## config.mk

```make
export PLATFORM = sky130hd
export DESIGN_NAME = sfp_port_ctrl
export DESIGN_NICKNAME = d
export VERILOG_FILES = /design/src/rtl/sfp_port_ctrl.sv
export SDC_FILE = /design/constraint.sdc
export NUM_CORES = 1
export LEC_CHECK = 0
export ABC_AREA = 1
export CAP_MARGIN = 20
export CORE_AREA = 2 2 112 195
export CTS_CLUSTER_DIAMETER = 200
export DETAILED_ROUTE_END_ITERATION = 12
export DIE_AREA = 0 0 114 197
export PLACE_DENSITY_LB_ADDON = 0.25
export SLEW_MARGIN = 15
export SYNTH_ARGS = -nofsm -noshare
export SYNTH_HDL_FRONTEND = slang
export SYNTH_SLANG_ARGS = --single-unit
```

## constraint.sdc

```tcl
create_clock -name sys_clk -period 3.1 [get_ports sys_clk]
set_input_delay 0.31 -clock sys_clk [delete_from_list [all_inputs] [get_ports sys_clk]]
set_output_delay 0.31 -clock sys_clk [all_outputs]
set_load 0.01 [all_outputs]
```

## src/rtl/sfp_port_ctrl.sv

```systemverilog
// Multi-port SFP cage controller: input sync/debounce, TX_DISABLE power-up/fault-retry FSM,
// link qualification with PCS block lock and status LED. Optional macro: SFP_LINK_DOWN_CNT_EN.
module sfp_port_ctrl #(
    parameter int NUM_PORTS       = 4,
    parameter int DEBOUNCE_CYCLES = 1024,
    parameter int INIT_CYCLES     = 50000,
    parameter int RETRY_CYCLES    = 156250,
    parameter int MAX_RETRIES     = 3,
    parameter int BLINK_CYCLES    = 7812500
) (
    input  logic                   sys_clk,
    input  logic                   sys_rst_n,
    input  logic [NUM_PORTS-1:0]   port_enable,
    input  logic [NUM_PORTS-1:0]   sfp_tx_fault,
    input  logic [NUM_PORTS-1:0]   sfp_rx_los,
    input  logic [NUM_PORTS-1:0]   pcs_block_lock,
    input  logic [NUM_PORTS-1:0]   fault_clear,
    output logic [NUM_PORTS-1:0]   sfp_tx_disable,
    output logic [NUM_PORTS-1:0]   link_up,
    output logic [NUM_PORTS-1:0]   fault_locked,
    output logic [3*NUM_PORTS-1:0] port_state,
`ifdef SFP_LINK_DOWN_CNT_EN
    output logic [NUM_PORTS-1:0]    led,
    output logic [16*NUM_PORTS-1:0] link_down_cnt
`else
    output logic [NUM_PORTS-1:0]   led
`endif
);

    typedef enum logic [2:0] {
        ST_DISABLED      = 3'd0,
        ST_STARTUP       = 3'd1,
        ST_WAIT_SIGNAL   = 3'd2,
        ST_LINK_UP       = 3'd3,
        ST_FAULT_BACKOFF = 3'd4,
        ST_FAULT_LOCKED  = 3'd5
    } state_e;

    localparam int DW   = $clog2(DEBOUNCE_CYCLES + 1);
    localparam int TMAX = (INIT_CYCLES > RETRY_CYCLES) ? INIT_CYCLES : RETRY_CYCLES;
    localparam int TW   = $clog2(TMAX + 1);
    localparam int RW   = $clog2(MAX_RETRIES + 1);
    localparam int BW   = $clog2(BLINK_CYCLES + 1);

    localparam logic [DW-1:0] DB_LAST    = DW'(DEBOUNCE_CYCLES - 1);
    localparam logic [TW-1:0] INIT_LAST  = TW'(INIT_CYCLES - 1);
    localparam logic [TW-1:0] RETRY_LAST = TW'(RETRY_CYCLES - 1);
    localparam logic [RW-1:0] RETRY_MAX  = RW'(MAX_RETRIES);
    localparam logic [BW-1:0] BLINK_LAST = BW'(BLINK_CYCLES - 1);

    // Free-running blink phase shared by every port so fault LEDs flash in unison.
    logic [BW-1:0] blink_cnt_q, blink_cnt_d;
    logic          blink_q, blink_d;

    always_comb begin
        blink_cnt_d = blink_cnt_q + 1'b1;
        blink_d     = blink_q;
        if (blink_cnt_q == BLINK_LAST) begin
            blink_cnt_d = '0;
            blink_d     = ~blink_q;
        end
    end

    always_ff @(posedge sys_clk) begin
        if (!sys_rst_n) begin
            blink_cnt_q <= '0;
            blink_q     <= 1'b0;
        end else begin
            blink_cnt_q <= blink_cnt_d;
            blink_q     <= blink_d;
        end
    end

    for (genvar i = 0; i < NUM_PORTS; i++) begin : g_port
        logic          tf_meta_q, tf_sync_q, los_meta_q, los_sync_q;
        logic          tf_deb_q, tf_deb_d, los_deb_q, los_deb_d;
        logic [DW-1:0] tf_cnt_q, tf_cnt_d, los_cnt_q, los_cnt_d;
        state_e        state_q, state_d;
        logic [TW-1:0] timer_q, timer_d;
        logic [RW-1:0] retry_q, retry_d;
        logic          go_backoff;
        logic          tx_dis_q, tx_dis_d, link_q, link_d, locked_q, locked_d, led_q, led_d;

        // Debounced value flips only after DEBOUNCE_CYCLES consecutive differing samples.
        always_comb begin
            tf_cnt_d  = '0;
            tf_deb_d  = tf_deb_q;
            los_cnt_d = '0;
            los_deb_d = los_deb_q;
            if (tf_sync_q != tf_deb_q) begin
                if (tf_cnt_q == DB_LAST) tf_deb_d = tf_sync_q;
                else                     tf_cnt_d = tf_cnt_q + 1'b1;
            end
            if (los_sync_q != los_deb_q) begin
                if (los_cnt_q == DB_LAST) los_deb_d = los_sync_q;
                else                      los_cnt_d = los_cnt_q + 1'b1;
            end
        end

        always_comb begin
            state_d    = state_q;
            timer_d    = timer_q;
            retry_d    = retry_q;
            go_backoff = 1'b0;
            if (!port_enable[i]) begin
                state_d = ST_DISABLED;
                retry_d = '0;
            end else begin
                case (state_q)
                    ST_DISABLED: begin
                        state_d = ST_STARTUP;
                        timer_d = INIT_LAST;
                    end
                    ST_STARTUP: begin
                        if (timer_q != '0) timer_d = timer_q - 1'b1;
                        else if (tf_deb_q) go_backoff = 1'b1;
                        else               state_d = ST_WAIT_SIGNAL;
                    end
                    ST_WAIT_SIGNAL: begin
                        if (tf_deb_q) begin
                            go_backoff = 1'b1;
                        end else if (!los_deb_q && pcs_block_lock[i]) begin
                            state_d = ST_LINK_UP;
                            retry_d = '0;
                        end
                    end
                    ST_LINK_UP: begin
                        if (tf_deb_q)                            go_backoff = 1'b1;
                        else if (los_deb_q || !pcs_block_lock[i]) state_d = ST_WAIT_SIGNAL;
                    end
                    ST_FAULT_BACKOFF: begin
                        if (timer_q != '0) begin
                            timer_d = timer_q - 1'b1;
                        end else if (retry_q == RETRY_MAX) begin
                            state_d = ST_FAULT_LOCKED;
                        end else begin
                            state_d = ST_STARTUP;
                            timer_d = INIT_LAST;
                        end
                    end
                    ST_FAULT_LOCKED: begin
                        if (fault_clear[i]) begin
                            state_d = ST_DISABLED;
                            retry_d = '0;
                        end
                    end
                    default: state_d = ST_DISABLED;
                endcase
            end
            if (go_backoff) begin
                state_d = ST_FAULT_BACKOFF;
                retry_d = retry_q + 1'b1;
                timer_d = RETRY_LAST;
            end
            // Outputs follow the next state so they update on the same edge as the state register.
            tx_dis_d = (state_d == ST_DISABLED) || (state_d == ST_FAULT_BACKOFF) ||
                       (state_d == ST_FAULT_LOCKED);
            link_d   = (state_d == ST_LINK_UP);
            locked_d = (state_d == ST_FAULT_LOCKED);
            led_d    = link_d || (((state_d == ST_FAULT_BACKOFF) || locked_d) && blink_d);
        end

        always_ff @(posedge sys_clk) begin
            if (!sys_rst_n) begin
                tf_meta_q  <= 1'b0;
                tf_sync_q  <= 1'b0;
                los_meta_q <= 1'b1;
                los_sync_q <= 1'b1;
                tf_deb_q   <= 1'b0;
                los_deb_q  <= 1'b1;
                tf_cnt_q   <= '0;
                los_cnt_q  <= '0;
                state_q    <= ST_DISABLED;
                timer_q    <= '0;
                retry_q    <= '0;
                tx_dis_q   <= 1'b1;
                link_q     <= 1'b0;
                locked_q   <= 1'b0;
                led_q      <= 1'b0;
            end else begin
                tf_meta_q  <= sfp_tx_fault[i];
                tf_sync_q  <= tf_meta_q;
                los_meta_q <= sfp_rx_los[i];
                los_sync_q <= los_meta_q;
                tf_deb_q   <= tf_deb_d;
                los_deb_q  <= los_deb_d;
                tf_cnt_q   <= tf_cnt_d;
                los_cnt_q  <= los_cnt_d;
                state_q    <= state_d;
                timer_q    <= timer_d;
                retry_q    <= retry_d;
                tx_dis_q   <= tx_dis_d;
                link_q     <= link_d;
                locked_q   <= locked_d;
                led_q      <= led_d;
            end
        end

        assign sfp_tx_disable[i]     = tx_dis_q;
        assign link_up[i]            = link_q;
        assign fault_locked[i]       = locked_q;
        assign led[i]                = led_q;
        assign port_state[3*i +: 3]  = state_q;

`ifdef SFP_LINK_DOWN_CNT_EN
        logic [15:0] ldc_q;

        always_ff @(posedge sys_clk) begin
            if (!sys_rst_n) begin
                ldc_q <= '0;
            end else if ((state_q == ST_LINK_UP) && (state_d != ST_LINK_UP) &&
                         (ldc_q != 16'hFFFF)) begin
                ldc_q <= ldc_q + 1'b1;
            end
        end

        assign link_down_cnt[16*i +: 16] = ldc_q;
`endif
    end

endmodule

```

Yosys cells after proc, flatten, opt, wreduce, memory -nomap -nowiden
Index checks and enable logic that the tools add are counted.
W data, S select, Z words.
{"block": "op_classes", "add_sub_neg": 17, "mul": 0, "div": 0, "order_cmp": 0, "n_eq_ne": 85, "shifts": 0, "mux": 113, "bitwise_logic": 10, "n_reduce_logical": 97}
{"op": "$mux W18", "n": 20}
{"op": "$pmux W18 S3", "n": 4}
{"op": "$mux W3", "n": 44}
{"op": "$add A11 B1 Y11 const B", "n": 8}
{"op": "$eq A11 B10 Y1 const B", "n": 8}
{"op": "$pmux W3 S6", "n": 4}
{"op": "$reduce_bool A18 Y1", "n": 4}
{"op": "$sub A18 B1 Y18 const B", "n": 4}
{"op": "$ne A4 B4 Y1 const B", "n": 16}
{"op": "$eq A3 B3 Y1 const B", "n": 16}
{"op": "$reduce_and A4 Y1", "n": 12}
{"op": "$mux W2", "n": 20}
{"op": "$eq A3 B2 Y1 const B", "n": 12}
{"op": "$logic_not A3 Y1", "n": 8}
{"op": "$ne A3 B3 Y1 const B", "n": 8}
{"op": "$reduce_or A3 Y1", "n": 8}
{"op": "$add A23 B1 Y23 const B", "n": 1}
{"op": "$eq A23 B23 Y1 const B", "n": 1}
{"op": "$logic_or A1 B1 Y1", "n": 20}
{"op": "$reduce_or A2 Y1", "n": 9}
{"op": "$ne A4 B1 Y1 const B", "n": 4}
{"op": "$pmux W2 S2", "n": 4}
{"op": "$reduce_and A2 Y1", "n": 8}
{"op": "$reduce_bool A4 Y1", "n": 4}
{"op": "other kinds (12)", "n": 75}
{"block": "totals", "reg_bits": 244, "latchBits": 0, "ram_bits": 0, "romBits": 0, "inputBits": 22, "out_inout_bits": 28, "elab_cells": 388, "mem_count": 0}

Depth between registers and ports, before layout
{"block": "depth", "ltp_word": 11, "depth_mapped": 13, "ltp_nobuf": 13}

Worst setup path after synthesis
Ideal clock, no wire load.
{"block": "synth_path", "kind": "flip-flop to flip-flop", "startpoint": "register g_port[0].timer_q[0]", "endpoint": "register g_port[0].timer_q[5]", "setup_ns": 0.114, "arrival_ns": 1.543, "t_required_ns": 2.986, "path_slack_ns": 1.443, "stages_incl_launch_ff": 14, "path_buffers": 0, "period_less_slack_ns": 1.657, "path_cell_list": "dfxtp_1 -> inv_1 -> ha_1 -> inv_1 -> nor2_1 -> nand3_1 -> nor2_1 -> nand3_1 -> nand2_2 -> nand3_2 -> nand2_1 -> inv_1 -> nand2_2 -> nor2_1"}
{"block": "synth_via", "elab_chain_len": 5, "elab_cells_between_ends": 12, "cone_classes": "add/sub: 1; eq/ne: 2; mux: 6; reduce/logical: 3"}
{"element": "from (decl)", "line": "79", "rtl": "logic [TW-1:0] timer_q, timer_d;"}
{"element": "from (signal assigned)", "line": "190", "rtl": "timer_q <= timer_d;"}
{"element": "parallel branches: the longest is 5 deep, another holds $sub A18 B1 Y18"}
Several ways; the timed one is not identified. The select of a mux whose other input is x is not followed.
A chain may end at the register's enable or synchronous reset.

Worst setup path in the final report
{"block": "layout_path", "startpoint": "register g_port[1].timer_q[0]", "endpoint": "register g_port[1].timer_q[14]"}
{"block": "layout_via", "elab_chain_len": 6, "elab_cells_between_ends": 15, "cone_classes": "add/sub: 1; eq/ne: 2; mux: 8; reduce/logical: 4"}
{"element": "from (decl)", "line": "79"}
{"element": "from (signal assigned)", "line": "190"}
{"element": "parallel branches: the longest is 6 deep, another holds $sub A18 B1 Y18"}
Several ways; the timed one is not identified. The select of a mux whose other input is x is not followed.

==> impl_metrics.toml <==
[timing]
finalSetupViolations = 0
setup_slack_ns = 0.845
hold_viol = 0
skew_ns = 0.0115
tightest_slew_ns = 0.801
fin_crit_ns = 2.25
maxSlewHeadroom_pct = 46.1
rsz0062_at_grt = "false"
fin_crit_sh_pct = 72.7
drv_slew = 0
max_freq_mhz = 443
setup_tns_ns = 0

[placement]
pre_cts_ws_ns = 0.875
place_congestion = 0.965
io_buffers = 49
dp_hpwl_mm = 19.7

[setup_path]
critPathMaxStageDelay_ns = 0.33
crit_buf_inv = 2
endpoint_kind = "flop"
cp-start-kind = "flop"
timing.rr.end = "g_port[1].timer_q[14]"
critPathRequiredTime_ns = 3.50
crit_family = "simple AND/OR/NAND/NOR gates"
worst-path-max-fanout = 13
path_cells = "inv_1 > ha_1 > nand2_1 > nor2_2 > nand3_1 > nand2_1 > inv_2 > nand2_1 > nand2_1 > nor2_1 > nor2_1"
timing.rr.start = "g_port[1].timer_q[0]"
reg2reg_depth = 11
r2r_setup_slack_ns = 0.85
cpMostUsedCell = "nand2_1"
cp_data_arrival_time_ns = 2.65
cp_slowest_cell = "nand2_1"
crit_type = "flop to flop"

[clock_tree]
cts_setup_buffers = 0
htree_levels = 1
clock_sinks = 244
cts_tree = "done"
ctsHoldBuffers = 0
clk_latency_ns = 0.51
root_buffer = "clkbuf_16"
cts_resized = 0
path_clk_slew_ns = 0.06
max-clock-path-buffers = 3
cts_buffers = 24

[die]
ios = 50
die_x_microns = 114
rows = 70
coreArea_sq_um = 20800
design.die.area_sq_um = 22500
start_util_pct = 59.3
fp.dieH_microns = 197

[final_layout]
multiInputGateArea_sq_um = 6230
seq_area_sq_um = 4880
num_antenna_cells = 0
fillerInstances = 1899
area_growth_pct = 10.5
layout-drive-gt1-share_pct = 7.10
nets = 1886

[drt]
dr.first_iter.drc_count = 493
first_pass_iters = 5
via_per_inst = 5.26
drc = 0
ant_nets = 0
routed_wl_mm = 26.8
routedWlPerCell_microns = 12.7
vias = 11103

[yosys]
synthCells = 1807
ys_async_sr_fraction_pct = 0
synth_seq_area_share_pct = 39.5
synth-edff-count = 0
avgSynthCellArea_sq_um = 6.84
yosys-top-cells-area = "dfxtp_1 (40%), nand2_1 (12%), nor2_1 (9.4%), inv_1 (7.3%), nand3_1 (5.6%)"
synth_common_cells = "nand2_1 (406), nor2_1 (310), dfxtp_1 (244), inv_1 (241), nand3_1 (138)"
yosysMostFrequentCell = "nand2_1"
synth_top_cell_by_area = "dfxtp_1"
synth_area_sq_um = 12400
synth.distinct_cells = 49
ys_seq_elements = 244
yosysTopAreaCellShare_pct = 39.5
synth_nets = 1849
synth.yosys.warnings = 0
synth_top_flop_cell = "dfxtp_1"

[global_routing]
antenna_found_initial = 0
grt_start_max_net_pins = 28
grt_pass1_wl_mm = 45.1
track_usage_pct = 23.7
grt_pass1_vias = 10639
grt_overflow = 0

[min_path]
min_path_type = "primary input to flop"
hold_path_depth = 4
worstHoldStart = "sys_rst_n"
hold_end = "g_port[0].tf_meta_q"

[flow_run]
drv_cap = 0

[power_and_ir_drop]
p_leak_uw = 0.00589
power_density_nw_per_um2 = 512
ir_drop_uv = 436

[outcome]
status = "complete, no violations"
-- report_power, final --
group	switching [uW]	internal, uW
clock network	1210	1630
registers	87.8	3220
logic	553	289
-- final cells by class --
class | instances | area share [%]
Clock inverter | 9 | 0.614
Sequential cell | 244 | 35.8
Clock buffer | 32 | 4.99
Inverter | 252 | 6.93
Tap cell | 252 | 2.31
Multi-Input combinational cell | 1269 | 45.6
Timing Repair Buffer | 53 | 3.77
-- sequential cells by signal, indices dropped and copies added (netlist names), 8 cells and up --
name	cells
g_port.timer_q	72
g_port.los_cnt_q	44
g_port.tf_cnt_q	44
blink_cnt_q	23
g_port.state_q	12
g_port.retry_q	8
-- placed cells by master (no fill, tap or decap), drive strengths merged --
| cell | n |
|---|---|
| nor3 | 47 |
| nor4 | 4 |
| o21bai | 2 |
| nand4 | 36 |
| and3 | 4 |
| ha | 20 |
| dfxtp | 244 |
| xor2 | 39 |
| o21a | 4 |
| buf | 5 |
| a31oi | 4 |
| a211oi | 3 |
| a21oi | 83 |
| nor2 | 330 |
| xnor2 | 13 |
| clkinvlp | 4 |
| nor3b | 15 |
| o21ai | 60 |
| a21o | 1 |
| nand3 | 144 |
| o31ai | 2 |
| o211ai | 4 |
| clkbuf | 32 |
| clkinv | 4 |
| a311oi | 1 |
| or2 | 21 |
| nand2 | 422 |
| a21boi | 3 |
| bufinv | 1 |
| clkdlybuf4s50 | 48 |
| o22ai | 1 |
| nand3b | 6 |
| inv | 252 |
-- per-layer routing --
metal	vias to the layer above	GRT usage, %	share of wire [%]
li1	5773	-	-
met1	5004	24.9	40
met2	235	46.1	53
met3	91	2.43	3.4
met4	0	10.8	4.2
met5	-	0	0
-- worst max-delay path by stage --
stage,startpoint,to,slack [ns],depth (start not counted)
2_1_floorplan,g_port[0].timer_q[0],g_port[0].timer_q[5],1.44,13
3_3_place_gp,port_enable[2],g_port[2].timer_q[5],0.97,8
3_5_place_dp,g_port[1].timer_q[0],g_port[1].timer_q[14],0.88,11
4_1_cts,g_port[1].timer_q[0],g_port[1].timer_q[14],0.87,11
5_1_grt,g_port[0].timer_q[0],g_port[0].timer_q[16],0.65,13
6_report,g_port[1].timer_q[0],g_port[1].timer_q[14],0.85,11
-- worst register-to-register path, cell delays in order (launching register included) --
cell and delay, ns:
dfxtp_1 0.32, inv_1 0.09, ha_1 0.18, nand2_1 0.11, nor2_2 0.25, nand3_1 0.13, nand2_1 0.33, inv_2 0.20
nand2_1 0.19, nand2_1 0.14, nor2_1 0.14, nor2_1 0.04
-- through the flow --
stage / hold WS [ns] / total power [uW] / utilization, % / instances / area [sq um]
floorplan: 0.390 / 4010 / - / 1807 / 12400
global placement: 0.394 / 4200 / 61.8 / 2070 / 12900
detailed placement: 0.397 / 4210 / 61.8 / 2070 / 12900
CTS: 0.264 / 7040 / 65.5 / 2111 / 13700
global route: 0.289 / 7290 / 65.5 / 2111 / 13700
finish: 0.280 / 6990 / 65.5 / 2111 / 13700
-- cells by family after synthesis --
kind of cell | share of synthesized area [%]
AO/OA/AOI/OAI | 7.46
XOR/XNOR | 3.68
adder cells (fa/ha/maj) | 2.02
flip-flops | 39.5
buffers and inverters | 10.1
AND/OR/NAND/NOR | 37.2
Note: power is estimated with default switching activity, not from simulation.
